$ cat src/rtl/pattern_sequencer.sv
// Frame-level pattern time-sharing controller: selects one generator, ramps the
// shared step size on frame boundaries, and inserts black frames between patterns.
module pattern_sequencer #(
  parameter int          NUM_PATTERNS = 4,
  parameter int          DWELL_FRAMES = 600,
  parameter int          BLANK_FRAMES = 8,
  parameter logic [11:0] RAMP_INC     = 12'h004
) (
  input  logic                      clk,
  input  logic                      rst,
  input  logic                      next_frame,
  input  logic                      active,
  input  logic                      advance_req,
  input  logic                      hold,
  input  logic [1:0]                speed_sel,
  input  logic [6*NUM_PATTERNS-1:0] pattern_rgb,
  output logic [NUM_PATTERNS-1:0]   pattern_enable,
  output logic [11:0]               step_size,
  output logic [2:0]                pattern_index,
  output logic                      blanking,
  output logic [5:0]                rgb
);
  localparam int DW = $clog2(DWELL_FRAMES);
  localparam int BW = $clog2(BLANK_FRAMES + 1);

  typedef enum logic {SHOW, BLANK} state_t;

  state_t        state;
  logic [DW-1:0] dwell_cnt;
  logic [BW-1:0] blank_cnt;
  logic          pending;
  logic [11:0]   target;
  logic [12:0]   ramp_sum;
  logic [11:0]   step_nxt;
  logic [2:0]    index_nxt;
  logic          leave_show;
  logic [NUM_PATTERNS-1:0][5:0] slices;
  logic [5:0]    rgb_sel;

  always_comb begin
    target = 12'h010;
    case (speed_sel)
      2'b00: target = 12'h010;
      2'b01: target = 12'h020;
      2'b10: target = 12'h040;
      2'b11: target = 12'h008;
      default: target = 12'h010;
    endcase
  end

  // 13-bit sum so a large RAMP_INC saturates at the target instead of wrapping
  always_comb begin
    ramp_sum = {1'b0, step_size} + {1'b0, RAMP_INC};
    step_nxt = target;
    if (step_size < target)
      step_nxt = (ramp_sum > {1'b0, target}) ? target : ramp_sum[11:0];
  end

  assign index_nxt  = (pattern_index == 3'(NUM_PATTERNS - 1)) ? 3'd0 : pattern_index + 3'd1;
  assign leave_show = pending || advance_req ||
                      (!hold && dwell_cnt == DW'(DWELL_FRAMES - 1));

  always_ff @(posedge clk) begin
    if (rst) begin
      state          <= SHOW;
      pattern_index  <= 3'd0;
      pattern_enable <= NUM_PATTERNS'(1);
      step_size      <= 12'd0;
      blanking       <= 1'b0;
      dwell_cnt      <= '0;
      blank_cnt      <= '0;
      pending        <= 1'b0;
    end else begin
      case (state)
        SHOW: begin
          if (next_frame) begin
            step_size <= step_nxt;
            if (leave_show) begin
              state          <= BLANK;
              blanking       <= 1'b1;
              pattern_enable <= '0;
              dwell_cnt      <= '0;
              blank_cnt      <= '0;
              pending        <= 1'b0;
            end else if (!hold) begin
              dwell_cnt <= dwell_cnt + DW'(1);
            end
          end else if (advance_req) begin
            pending <= 1'b1;
          end
        end
        BLANK: begin
          if (next_frame) begin
            if (blank_cnt == BW'(BLANK_FRAMES - 1)) begin
              state          <= SHOW;
              blanking       <= 1'b0;
              pattern_index  <= index_nxt;
              pattern_enable <= NUM_PATTERNS'(1) << index_nxt;
              step_size      <= 12'd0;
              blank_cnt      <= '0;
            end else begin
              blank_cnt <= blank_cnt + BW'(1);
            end
          end
        end
        default: state <= SHOW;
      endcase
    end
  end

  assign slices = pattern_rgb;

  always_comb begin
    rgb_sel = 6'd0;
    for (int i = 0; i < NUM_PATTERNS; i++)
      if (pattern_index == 3'(i)) rgb_sel = slices[i];
  end

  assign rgb = (active && !blanking) ? rgb_sel : 6'd0;
endmodule

$ cat config.mk
export PLATFORM = sky130hd
export DESIGN_NAME = pattern_sequencer
export DESIGN_NICKNAME = d
export VERILOG_FILES = /design/src/rtl/pattern_sequencer.sv
export SDC_FILE = /design/constraint.sdc
export NUM_CORES = 1
export LEC_CHECK = 0
export ABC_CLOCK_PERIOD_IN_PS = 2300
export CORE_UTILIZATION = 42
export CTS_BUF_LIST = sky130_fd_sc_hd__clkbuf_16
export DETAILED_ROUTE_END_ITERATION = 6
export GPL_TIMING_DRIVEN = 0
export PLACE_DENSITY_LB_ADDON = 0.12
export SLEW_MARGIN = 15
export SYNTH_ARGS = -nofsm -noshare
export SYNTH_HDL_FRONTEND = slang
export SYNTH_SLANG_ARGS = --single-unit
export TNS_END_PERCENT = 100
$ cat constraint.sdc
create_clock -name clk -period 2.3 [get_ports clk]
set_input_delay 0.23 -clock clk [delete_from_list [all_inputs] [get_ports clk]]
set_output_delay 0.23 -clock clk [all_outputs]
set_load 0.02 [all_outputs]
After elaboration in Yosys (flattened, before gate mapping)

Index checks and enable logic that the tools add are counted.
Widths: inputs -> output; s select.

Output and inout port bits: 26
Flip-flop bits (word level): 36
Word-level logic and storage cells: 81
Input port bits: 32

Reduce and logical (&&, ||, !) cells: 15
Muxes and demuxes: 36
Bitwise logic cells: 1
$lt $le $gt $ge: 2
Shifts and indexed selects: 1
Equal/unequal tests: 14
Add/sub/neg operators: 4

Operators by type and width:

| operator              | number |
|---|---|
| $mux 12               | 5 |
| $pmux 12 s4           | 1 |
| $mux 6                | 5 |
| $mux 4                | 6 |
| $pmux 12 s2           | 1 |
| $mux 10               | 2 |
| $pmux 4 s2            | 2 |
| $reduce_and 3->1      | 5 |
| $add 12x3->13 const B | 1 |
| $gt 13x12->1          | 1 |
| $lt 12x12->1          | 1 |
| $mux 1                | 11 |
| $add 10x1->10 const B | 1 |
| $eq 10x10->1 const B  | 1 |
| $eq 3x2->1 const B    | 2 |
| $ne 2x1->1 const B    | 3 |
| $ne 2x2->1 const B    | 3 |
| $add 4x1->4 const B   | 1 |
| $eq 2x2->1 const B    | 2 |
| $eq 4x3->1 const B    | 1 |
| $pmux 1 s2            | 2 |
| $reduce_and 4->1      | 1 |
| $shl 1x3->4 const A   | 1 |
| $add 3x1->3 const B   | 1 |
| other kinds (10)      | 13 |

Depth between registers and ports, before layout

Depth in word-level cells: 7
Mapped depth: 9
Depth with buffers taken out: 9

Worst setup path before layout

No wires, ideal clock.

Path kind: register to register
Start: register step_size[2]
End: register step_size[4]
Data arrival time: 2.127 ns
Period minus slack after synthesis: 2.247 ns
Required time: 2.180 ns
Cell stages (with the launch flop): 9
Buffers on the path: 0
Slack: 0.053 ns
Setup time: 0.120 ns
Cells stage by stage: dfxtp_1 > ha_1 > xor2_1 > ha_1 > nor2b_1 > o211a_1 > o21ai_1 > a211oi_1 > a211o_1

Word-level cells in the longest chain between the ends: 6
Elaborated cells between the ends (all ways): 7
Classes of those cells: add/sub: 1; order compare: 2; mux: 4

Ends and longest elaborated chain:

| element                | RTL line | source |
|---|---|---|
| from (decl)            | 18       | `output logic [11:0] step_size,` |
| from (signal assigned) | 77       | `step_size <= step_nxt;` |
| $add 12x3->13          | 53       | `ramp_sum = {1'b0, step_size} + {1'b0, RAMP_INC};` |
| $gt 13x12->1           | 56       | `step_nxt = (ramp_sum > {1'b0, target}) ? target : ramp_sum[11:0];` |
| $mux 12                | 56       |  |
| $mux 12 *              | 55       | `if (step_size < target)` |
| $mux 12 *              | 76       | `if (next_frame) begin` |
| $pmux 12 s2 *          | 74       | `case (state)` |

Every way passes the cells marked *; elsewhere a longest branch is shown, timed or not. The select of a mux whose other input is x is not followed.
A chain may end at the register's enable or synchronous reset.

Worst setup path after layout

Start: input speed_sel[1]
End: register step_size[5]

Word-level cells in the longest chain between the ends: 7
Elaborated cells between the ends (all ways): 11
Classes of those cells: order compare: 2; eq/ne: 3; mux: 5; reduce/logical: 1

Ends and longest elaborated chain:

| element                            | RTL line | source |
|---|---|---|
| from (decl)                        | 15       | `input logic [1:0] speed_sel,` |
| $eq 2x2->1 (tied with other cells) | 42       | `case (speed_sel)` |
| $pmux 12 s4 *                      | 42       |  |
| $gt 13x12->1                       | 56       |  |
| $mux 12                            | 56       |  |
| $mux 12 *                          | 55       |  |
| $mux 12 *                          | 76       |  |
| $pmux 12 s2 *                      | 74       |  |

Marks and branches as above.

==> flow_summary.ini <==
[clock_network]
cts_tree = done
cts_root_buf = clkbuf_16
clock_path_buffers = 2
htreeDepth = 2
clock_latency_ns = 0.27
clkTransAtPathRegs_ns = 0.05
cts_buffers = 5
clock_sinks = 34

[setup_path]
reg2reg_depth = 10
cp_top_family = compound AO/OA/AOI/OAI gates
worstPathArrival_ns = 2.37
start_kind = input pin
required_ns = 2.46
critPathCaptureType = flop
max_stage_delay_ns = 0.47
critPathKind = input pin to flop
cp.depth = 8
critPathMaxFanout = 8
cp.buffers_inverters = 1
crit_path_top_delay_cell = clkdlybuf4s50_1
path_cells = clkdlybuf4s50_1, or2_2, ha_1, nor2b_1, o211a_1, o21ai_4, a211oi_1, a211o_1

[grt]
overflow = 0
grt_usage = 0.207
grt_first_pass_wirelength_um = 8390
grt_pass1_vias = 1803
grt_antenna_before_repair = 0
grt_start_max_net_pins = 12

[sta]
finalSetupViolations = 0
tightest_slew_ns = 0.506
min_period_ns = 2.21
clock.fmax_mhz = 453
final-hold-violation-count = 0
hold_slack_ns = 0.363
grt_setup_unrepaired = yes
report.final.slew_viol_count = 0
fin_crit_sh = 0.960
relSlewSlack = 0.661
fin_skew_ns = 0.00349

[floorplan]
die_height_um = 71.4
rows = 24
core_sq_um = 4500
initial_core_util = 0.449
die_w_um = 71.4
io_pins = 58
dieArea_sq_um = 5100

[pwr]
p_int_mw = 1.26
p_per_area_nw_per_um2 = 590
switchingPower_uw = 420
swShare = 0.250
power.clock.fraction = 0.446
pwr-share-comb = 0.181
sequentialPowerShare = 0.373
vdd_drop_max_uv = 443
p_leak_nw = 1.12

[detailed_routing]
drt_wl_total_um = 4820
drc = 7
wl_per_cell_um = 13.3
viasPerCell = 5.35
drt_iter0_markers = 101
dr.pass1.iters = 7
vias = 1949
antenna_left = 0

[logic_synthesis]
synthMuxAreaShare = 0.00495
synth-xor-area-share = 0.0563
synthTopCellsByArea = dfxtp_1, ha_1, nor2_1
seq_area_frac_synth = 0.336
syn_avg_cell_area_sq_um = 8.19
synth_area_leader_cell = dfxtp_1
synth_top_family_by_area = simple AND/OR/NAND/NOR gates
async_reset_ff_frac = 0
synth-adder-area-share = 0.0866
synth.most_common_cell = dfxtp_1
synth_edf_count = 0
synth_area_sq_um = 2020
yosys-top-cells-count = dfxtp_1, nor2_1, nand2_1
synthSimpleGateAreaFrac = 0.317
synth_ff_type = dfxtp_1
synth-compound-area-share = 0.159
yosysTopAreaCellShare = 0.336
ys_ff_latch = 34
yosysWarnings = 0
synthCells = 247
ys_types = 46

[layout]
syn2layout_area_growth_pct = 40.9
num-nets-final = 357
num-fill-cells = 431
drive_gt1_frac = 0.115
n_antenna_cell = 0
utilization = 0.633

[outcome]
outcome = finished, violations left
violations = design-rule violations

[min_path]
hold_path.class = input pin to flop
min_delay_path_depth = 3

[job]
maxCapViolCount = 0

[placed_design]
dp.final_hpwl_um = 3570
globalplace.congestion = 0.849
numPortBuffers = 54
==> metrics by stage <==
step | setup TNS [ns] | area, sq um | total power [mW] | setup WS, ns | std cells
floorplan | 0 | 2030 | 0.795 | 0.0533 | 248
global placement | -2.14 | 2630 | 0.918 | -0.327 | 354
detailed placement | -2.36 | 2630 | 0.923 | -0.361 | 354
CTS | 0 | 2830 | 1.69 | 0.00736 | 364
global route | -0.140 | 2850 | 1.76 | -0.0346 | 364
finish | 0 | 2850 | 1.68 | 0.0911 | 364
==> metal layers <==
metal	part of all wire	global-route usage	up-vias
li1	-	-	1015
met1	0.49	0.282	889
met2	0.45	0.334	41
met3	0.049	0.0436	4
met4	0.0052	0.0533	0
met5	0	0	-
==> power groups by stage <==
stage | Sequential, mW | Combinational (mW) | Clock, mW
floorplan | 0.647 | 0.148 | 0
global placement | 0.638 | 0.280 | 0
detailed placement | 0.638 | 0.284 | 0
CTS | 0.626 | 0.296 | 0.767
global route | 0.630 | 0.334 | 0.798
finish | 0.627 | 0.304 | 0.751
==> cell families after synthesis <==
| logic type | count (synthesis) |
|---|---|
| simple gates | 119 |
| compound gates | 47 |
| flops | 34 |
| buf+inv | 18 |
| fa+ha+maj | 14 |
| xor+xnor | 13 |
| other cells | 1 |
| mux | 1 |
==> repair_timing <==
action                                  4_1_cts  5_1_grt
hold buffers                                  0        0
pin swaps                                     1        2
gates resized for setup                      14       19
endpoints found under the setup margin       10       10
buffers inserted                              2        0
==> cell usage in the layout (no fill, tap or decap), drive strengths merged, types with 2 or more instances in the layout <==
cell,n
inv,9
o21ai,6
a21oi,18
buf,6
or3b,2
dfxtp,34
a221oi,6
clkdlybuf4s50,48
and3b,3
clkbuf,15
nand3,8
conb,2
nand2b,5
xnor2,9
o31ai,2
nand4,7
nor4,2
nor3,12
a211o,3
and2,9
nor2,25
ha,14
xor2,4
nand3b,2
dlygate4sd2,2
o211ai,3
nand4b,3
a211oi,4
and4,3
nand2,24
nor2b,8
==> sequential cells by signal, indices dropped and copies added (netlist names) <==
register        flops
blanking            1
step_size          10
pattern_index       3
pending             1
state               1
blank_cnt           4
pattern_enable      4
dwell_cnt          10
==> final timing paths <==
check	to	from	slack [ns]
max	step_size[5]$_SDFFE_PP0P_	speed_sel[1]	0.09
min	blank_cnt[1]$_SDFFE_PP0P_	next_frame	0.36
max reg2reg	step_size[5]$_SDFFE_PP0P_	step_size[2]$_SDFFE_PP0P_	0.11
min reg2reg	pattern_enable[1]$_SDFFE_PP0P_	pattern_enable[1]$_SDFFE_PP0P_	0.47
==> final cells by class <==
type | instances | area [sq um] | area share
clock inverters | 3 | 41.3 | 0.0145
plain buffers | 10 | 50.0 | 0.0176
repair buffers | 56 | 533 | 0.187
flip-flops and latches | 34 | 687 | 0.241
clock buffers | 5 | 125 | 0.0439
multi-input cells | 196 | 1320 | 0.463
inverters | 8 | 30.0 | 0.0105
well taps | 52 | 65.1 | 0.0228
==> worst register-to-register path, delay by kind of cell, from the launching register on <==
| kind | cells | cell delay (ns) |
|---|---|---|
| AOI/OAI and AO/OA | 2 | 0.35 |
| xor gates and xnor gates | 1 | 0.24 |
| adders and majority gates | 2 | 0.46 |
| buffers and inverters | 2 | 0.29 |
| DFF | 1 | 0.37 |
| and+or+nand+nor | 3 | 0.37 |
Note: power is estimated with default switching activity, not from simulation.
